--- config.mk ---
export PLATFORM = sky130hd
export DESIGN_NAME = feature_line_buffer
export DESIGN_NICKNAME = d
export VERILOG_FILES = /design/src/rtl/feature_line_buffer.sv
export SDC_FILE = /design/constraint.sdc
export NUM_CORES = 2
export LEC_CHECK = 0
export ABC_AREA = 1
export BUFFER_PORTS_ARGS = -buffer_cell sky130_fd_sc_hd__buf_2
export CAP_MARGIN = 20
export CORE_AREA = 2 2 535 537
export DETAILED_ROUTE_END_ITERATION = 16
export DIE_AREA = 0 0 537 539
export PLACE_DENSITY = 0.38
export SYNTH_ARGS = -nofsm -noshare
export SYNTH_HDL_FRONTEND = slang
export SYNTH_SLANG_ARGS = --single-unit
--- constraint.sdc ---
create_clock -name clk -period 1.9 [get_ports clk]
set_input_delay 0.19 -clock clk [delete_from_list [all_inputs] [get_ports clk]]
set_output_delay 0.19 -clock clk [all_outputs]
set_load 0.03 [all_outputs]
--- src/rtl/feature_line_buffer.sv ---
// Assembles a serial 32-bit sample stream into an N-slot feature vector (bias in slot 0) with valid/ready on both sides.
// Optional sliding-window mode is enabled by defining LINEBUF_SLIDE_EN.
module feature_line_buffer #(
  parameter int unsigned N         = 41,
  parameter int unsigned FIRST_IDX = 2,
  parameter logic [31:0] BIAS_VAL  = 32'd1,
  parameter int unsigned CW        = 16,
  localparam int unsigned DW       = 32
) (
  input  logic          clk,
  input  logic          rst_n,
  input  logic [DW-1:0] in_data,
  input  logic          in_valid,
  input  logic          in_sof,
  output logic          in_ready,
  output logic [DW-1:0] xarray [0:N-1],
  output logic          out_valid,
  input  logic          out_ready,
  output logic [CW-1:0] vec_count
);

  localparam int unsigned IW        = $clog2(N);
  localparam logic [IW-1:0] IDX_FIRST = IW'(FIRST_IDX);
  localparam logic [IW-1:0] IDX_NEXT  = IW'(FIRST_IDX + 1);
  localparam logic [IW-1:0] IDX_LAST  = IW'(N - 1);

`ifdef LINEBUF_SLIDE_EN
  typedef enum logic [1:0] {FILL = 2'd0, FULL = 2'd1, PRIMED = 2'd2} state_e;
`else
  typedef enum logic [0:0] {FILL = 1'b0, FULL = 1'b1} state_e;
`endif

  state_e             state_q, state_d;
  logic [IW-1:0]      wr_idx_q, wr_idx_d;
  logic [DW-1:0]      slots_q [FIRST_IDX:N-1];
  logic [DW-1:0]      slots_d [FIRST_IDX:N-1];
  logic [CW-1:0]      vec_count_q, vec_count_d;
  logic               out_hs;
  logic               in_acc;

  // A waiting vector only blocks the input until the consumer takes it.
  assign in_ready = (state_q != FULL) || out_ready;
  assign out_hs   = (state_q == FULL) && out_ready;
  assign in_acc   = in_valid && in_ready;

  always_comb begin
    state_d     = state_q;
    wr_idx_d    = wr_idx_q;
    slots_d     = slots_q;
    vec_count_d = vec_count_q;

    if (out_hs) begin
      vec_count_d = vec_count_q + CW'(1);
    end

    if (in_acc && in_sof) begin
      for (int unsigned i = FIRST_IDX + 1; i < N; i++) begin
        slots_d[IW'(i)] = '0;
      end
      slots_d[IDX_FIRST] = in_data;
      wr_idx_d           = IDX_NEXT;
      state_d            = FILL;
    end else begin
      unique case (state_q)
        FILL: begin
          if (in_acc) begin
            for (int unsigned i = FIRST_IDX; i < N; i++) begin
              if (wr_idx_q == IW'(i)) begin
                slots_d[IW'(i)] = in_data;
              end
            end
            if (wr_idx_q == IDX_LAST) begin
              state_d  = FULL;
              wr_idx_d = IDX_FIRST;
            end else begin
              wr_idx_d = wr_idx_q + IW'(1);
            end
          end
        end
        FULL: begin
          if (out_hs) begin
`ifdef LINEBUF_SLIDE_EN
            // A sample arriving with the handshake slides the window and re-presents at once.
            if (in_acc) begin
              for (int unsigned i = FIRST_IDX; i < N - 1; i++) begin
                slots_d[IW'(i)] = slots_q[IW'(i + 1)];
              end
              slots_d[IDX_LAST] = in_data;
            end else begin
              state_d = PRIMED;
            end
`else
            if (in_acc) begin
              slots_d[IDX_FIRST] = in_data;
              wr_idx_d           = IDX_NEXT;
            end
            state_d = FILL;
`endif
          end
        end
`ifdef LINEBUF_SLIDE_EN
        PRIMED: begin
          if (in_acc) begin
            for (int unsigned i = FIRST_IDX; i < N - 1; i++) begin
              slots_d[IW'(i)] = slots_q[IW'(i + 1)];
            end
            slots_d[IDX_LAST] = in_data;
            state_d           = FULL;
          end
        end
`endif
        default: begin
          state_d = FILL;
        end
      endcase
    end
  end

  always_ff @(posedge clk or negedge rst_n) begin
    if (!rst_n) begin
      state_q     <= FILL;
      wr_idx_q    <= IDX_FIRST;
      slots_q     <= '{default: '0};
      vec_count_q <= '0;
    end else begin
      state_q     <= state_d;
      wr_idx_q    <= wr_idx_d;
      slots_q     <= slots_d;
      vec_count_q <= vec_count_d;
    end
  end

  // Slot 0 is the bias term; slots below FIRST_IDX are tied to zero.
  assign xarray[0] = BIAS_VAL;
  for (genvar g = 1; g < FIRST_IDX; g++) begin : g_zero
    assign xarray[g] = '0;
  end
  for (genvar g = FIRST_IDX; g < N; g++) begin : g_slot
    assign xarray[g] = slots_q[g];
  end

  assign out_valid = (state_q == FULL);
  assign vec_count = vec_count_q;

endmodule

# Yosys cells after proc, flatten, opt, wreduce, memory -nomap -nowiden
# Cells that the tools add are included.
[classes]
n_addsub = 2
n_eq_ne = 44
n_mux = 56
bitwise = 1
reduce_logical = 83
[ops]
columns = ["op", "count"]
rows = [
  ["$mux 1248", 2],
  ["$mux 32", 41],
  ["$mux 1216", 1],
  ["$reduce_and 3->1", 39],
  ["$eq 6x5->1 const B", 16],
  ["$reduce_bool 2->1", 39],
  ["$pmux 32 s2", 1],
  ["$eq 6x6->1 const B", 9],
  ["$eq 6x4->1 const B", 8],
  ["$mux 6", 5],
  ["$eq 6x3->1 const B", 4],
  ["$add 16x1->16 const B", 1],
  ["$eq 6x2->1 const B", 2],
  ["$pmux 6 s2", 1],
  ["$ne 3x1->1 const B", 3],
  ["$add 6x1->6 const B", 1],
  ["$mux 1", 4],
  ["$reduce_and 4->1", 1],
  ["$logic_and 1x1->1", 3],
  ["$ne 3x2->1 const B", 1],
  ["$ne 2x1->1 const B", 1],
  ["$pmux 1 s2", 1],
  ["$logic_or 1x1->1", 1],
  ["$not 1->1", 1],
]
[word_totals]
ff_bits = 1271
inputBits = 37
out_inout_bits = 1330

# Depth between registers and ports, before layout
[depth]
depth_word = 7
ltp_mapped = 11
depth_no_buf = 9

# Least setup slack after synthesis
# Ideal clock, no wire load.
[synth_path]
path_kind = "register -> register"
from = "register state_q, in the netlist out_valid"
to = "register slots_q, in the netlist xarray[1063]"
setup_time_ns = 0.117
arrival_ns = 1.883
t_required_ns = 1.783
slack_ns = -0.101
stages_incl_launch_ff = 11
cell_sequence = "dfrtp_1 nand2_2 nand2_4 nor2_2 buf_6 buf_6 nand2_1 nand2_1 buf_2 nand2_1 nand2_1"
[synth_via]
elab_chain_cells = 6
elab_cells_between_ends = 9
classes_between = "1 x eq/ne; 1 x mux; 1 x bitwise; 6 x reduce/logical"
[synth_lines]
columns = ["element", "line", "rtl"]
rows = [
  ["from (decl)", "33", "state_e state_q, state_d;"],
  ["from (signal assigned)", "126", "state_q <= state_d;"],
  ["$not 1->1 (*)", "42", "assign in_ready = (state_q != FULL) || out_ready;"],
  ["$logic_or 1x1->1 (*)", "42", ""],
  ["named net in_ready", "15", "output logic in_ready,"],
  ["$logic_and 1x1->1 (*)", "44", "assign in_acc = in_valid && in_ready;"],
  ["$logic_and 1x1->1", "56", "if (in_acc && in_sof) begin"],
  ["$ne 2x1->1 (no line) / $reduce_bool 2->1 (equally long branches)", "--", ""],
  ["$reduce_and 3->1 (no line)", "--", ""],
  ["to (signal assigned)", "128", "slots_q <= slots_d;"],
  ["to (decl)", "35", "logic [DW-1:0] slots_q [FIRST_IDX:N-1];"],
]
# Mark *: on every way through the listed nets, which the timed path passes. The rest lies on a longest branch.
# A chain may end at the register's enable or synchronous reset.

# Worst setup path after layout
[layout_path]
from = "register state_q, in the netlist out_valid"
to = "register slots_q, in the netlist xarray[688]"
[layout_via]
elab_chain_cells = 6
elab_cells_between_ends = 9
classes_between = "1 x eq/ne; 1 x mux; 1 x bitwise; 6 x reduce/logical"
[layout_lines]
columns = ["element", "line"]
rows = [
  ["$not 1->1", "42"],
  ["$logic_or 1x1->1", "42"],
  ["$logic_and 1x1->1", "44"],
  ["$logic_and 1x1->1", "56"],
  ["$ne 2x1->1 (no line) / $reduce_bool 2->1 (equally long branches)", "--"],
  ["$reduce_and 3->1 (no line)", "--"],
]
# Parallel ways exist; a longest one is shown, timed or not.

==> impl_metrics.csv <==
group,metric,value,unit
cts,numCtsBuffers,163,
logic_synthesis,synth-edff-count,0,
logic_synthesis,synth-async-reset-ratio,100,%
detailed_routing,vias,48800,
sta,setup_viol,73,
floorplan,die_h,539,um
logic_synthesis,synth-warning-count,0,
critical_path,critPathArrivalTime,2.62,ns
sta,rsz0062_at_grt,"yes",
run,max-cap-violations,0,
logic_synthesis,synth_seq_cells,1271,
sta,drv_slew,0,
critical_path,required,2.57,ns
critical_path,cp_slowest_cell,"dfrtp_2",
floorplan,row_count,196,
sta,fin_tns_setup,-1.23,ns
place,portBuffers,1302,
grt,grt_max_degree,106,
cts,cts_root_buf,"clkbuf_16",
grt,grt_first_pass_wirelength,399000,um
sta,worstMarginPinSlew,0.656,ns
cts,clkSinkCount,1271,
logic_synthesis,yosysSeqAreaShare,61.5,%
sta,min_period,1.95,ns
critical_path,crit_type,"reg2reg",
sta,fmax,0.513,GHz
detailed_routing,wl_per_cell,27.4,um
pwr,p_per_area,1250,nW/um2
status,violations,"negative setup slack",
logic_synthesis,synth_cell_type_count,29,
cts,cts_tree,"yes",
layout,areaGrowthSynthToFinish,43.9,%
pwr,vdd_ir_drop_max,0.000652,V
cts,clk_latency,0.85,ns
critical_path,worstSetupEndpointType,"flip-flop",
critical_path,crit_top_cell,"nand2_1",
layout,drive_above_1_share,30.4,%
pwr,power,93.3,mW
detailed_routing,drt-initial-drc-count,4320,
status,status,"finished with violations",
critical_path,slowest_delay,0.40,ns
floorplan,die_area,289000,um2
floorplan,die-width,537,um
grt,grt_pass1_vias,46900,
logic_synthesis,ys.flop_type,"dfrtp_1",
critical_path,start_kind,"flip-flop",
critical_path,crit_family,"simple AND/OR/NAND/NOR gates",
sta,skew,0.0765,ns
detailed_routing,first_pass_iters,6,
floorplan,ios,1367,
detailed_routing,wl,308000,um
floorplan,start_util,18.2,%
logic_synthesis,syn_inst,5842,
grt,overflow,0,
critical_path,worstPathCellList,"nand2_2 > nand2_4 > clkinv_8 > nand2_8 > buf_4 > nand2_1 > clkinv_2 > buf_12 > nand2_1 > nand2_1",
layout,num-fill-cells,30600,
layout,finalInstanceArea,74400,um2
cts,clkTransAtPathRegs,0.06,ns
place,placed_area,65800,um2
sta,hold_viol_final,0,
sta,fin_crit_sh,102,%
detailed_routing,drcViolationCount,0,
critical_path,reg2reg_depth,10,
critical_path,crit_cells,10,
place,globalplace.congestion,0.813,
critical_path,cp.buffers_inverters,4,
logic_synthesis,netlist_area,51700,um2
logic_synthesis,synth.avg_cell_area,8.85,um2
sta,setup_slack,-0.0475,ns
grt,antenna_found_initial,21,
critical_path,rrSetupSlack,-0.05,ns
layout,finish.net_count,7376,
critical_path,path_max_fanout,24,
grt,grt_util_all_layers,19.5,%
sta,slew_headroom,56.2,%
cts,h-tree-depth,4,
pwr,p_leak,40.3,nW
detailed_routing,drtAntennaViolNets,0,
cts,clockBufferDepth,4,
detailed_routing,vias_per_cell,4.34,
place,dp_hpwl,206000,um
floorplan,core,284000,um2
worst_hold_path,hold_path.class,"in2async",
[layout by cell type, fill, tap and decap left out, types with 10 or more instances in the layout]
cell	synthesis	layout
dfrtp_1	1270	1266
o21ai_4	0	10
nand2_8	0	19
nand3_2	0	24
buf_2	356	1300
inv_1	63	57
clkbuf_8	0	43
clkbuf_16	0	206
nand2_1	2532	2408
nand2_2	13	85
inv_4	0	12
conb_1	2	64
buf_6	5	34
nand2_4	2	36
nor2_4	0	11
clkinv_2	0	42
dlygate4sd3_1	0	37
o21ai_1	20	18
nand3_1	1225	1200
buf_4	91	168
nor2_1	40	26
o21ai_0	48	48
buf_12	0	208
clkbuf_1	84	37
[power breakdown]
part           switching [mW]  leakage (nW)  internal [mW]
registers                2.74          16.2           31.5
logic                    20.6          21.5           7.15
clock network            13.2          2.63           18.2
total                    36.5          40.3           56.8
[area by class of cell]
cell class                      count  area [um2]  area share (%)
Inverter                           96         445           0.599
Clock inverter                     46         447           0.600
Clock buffer                      245        4860            6.53
Multi-Input combinational cell   3995       18000            24.2
Antenna cell                        8        20.0          0.0269
Timing Repair Buffer             1806       14100            18.9
Sequential cell                  1271       31800            42.8
Tap cell                         3762        4710            6.33
[cells by family (layout without fill, tap and decap cells)]
kind of cell               count (synthesis)  in the layout  share of synthesized area [%]
adders and majority gates                  6              6                          0.145
other                                      2             72                         0.0145
buffers and inverters                    639           2193                           6.28
AOI/OAI and AO/OA                         81             81                          0.881
xor gates and xnor gates                  15             15                          0.254
DFF                                     1271           1271                           61.5
and+or+nand+nor                         3828           3829                           30.9
[worst paths after layout]
| check | startpoint | endpoint |
|---|---|---|
| worst min register to register | xarray[598] | xarray[598] |
| worst max-delay path | out_valid | xarray[688] |
| worst max register to register | out_valid | xarray[688] |
| worst min-delay path | rst_n | xarray[1070] |
| max in group asynchronous | rst_n | xarray[564] |
| min in group clk | in_data[30] | xarray[1246] |
[state kept, by name, summed over array words and instances (netlist names)]
signal,flops
out_valid,1
vec_count,16
xarray,1248
wr_idx_q,6
[cell usage after synthesis, types with 9 or more instances]
library cell | number | area, um2
buf_2 | 356 | 1780
inv_2 | 33 | 124
o21ai_1 | 20 | 100
o21ai_0 | 48 | 240
dfrtp_1 | 1270 | 31800
buf_4 | 91 | 683
clkbuf_1 | 84 | 315
nor2_1 | 40 | 150
xor2_1 | 9 | 78.8
nand3_1 | 1225 | 6130
inv_1 | 63 | 236
nor3_1 | 10 | 50.1
nand2_2 | 13 | 81.3
nand2_1 | 2532 | 9500
[metrics by stage]
| stage | hold slack, ns | utilization [%] | std cells | setup slack, ns |
|---|---|---|---|---|
| 6_report | 0.187 | 26.2 | 11200 | -0.0475 |
| 3_3_place_gp | 0.106 | 23.2 | 10800 | -0.459 |
| 3_5_place_dp | 0.102 | 23.2 | 10800 | -0.476 |
| 2_1_floorplan | -0.106 | - | 5904 | 0.0396 |
| 4_1_cts | 0.124 | 25.3 | 11100 | -0.0756 |
| 5_1_grt | 0.153 | 26.2 | 11200 | -0.113 |
[worst reg2reg max path, cell delays in order (launching register included)]
cell and delay, ns:
dfrtp_2 0.40, nand2_2 0.10, nand2_4 0.09, clkinv_8 0.09
nand2_8 0.12, buf_4 0.23, nand2_1 0.12, clkinv_2 0.10
buf_12 0.17, nand2_1 0.36, nand2_1 0.06
[what timing repair did]
item | in CTS | in global routing
hold buffers | 37 | 0
cloned | 2 | 53
setup buffers | 12 | 19
setup endpoints to repair | 937 | 975
pin swaps | 11 | 49
hold endpoints to repair | 1259 | 0
resized for setup | 65 | 269
[layer usage]
layer  part of all wire, %  wire length [um]  GRT usage [%]
met5                     0                 0              0
met4                   3.7             11300           6.29
met3                   8.8             27200           5.44
met2                    47            144000           31.9
met1                    41            125000           24.7
Power figures use the tool's default switching activity.
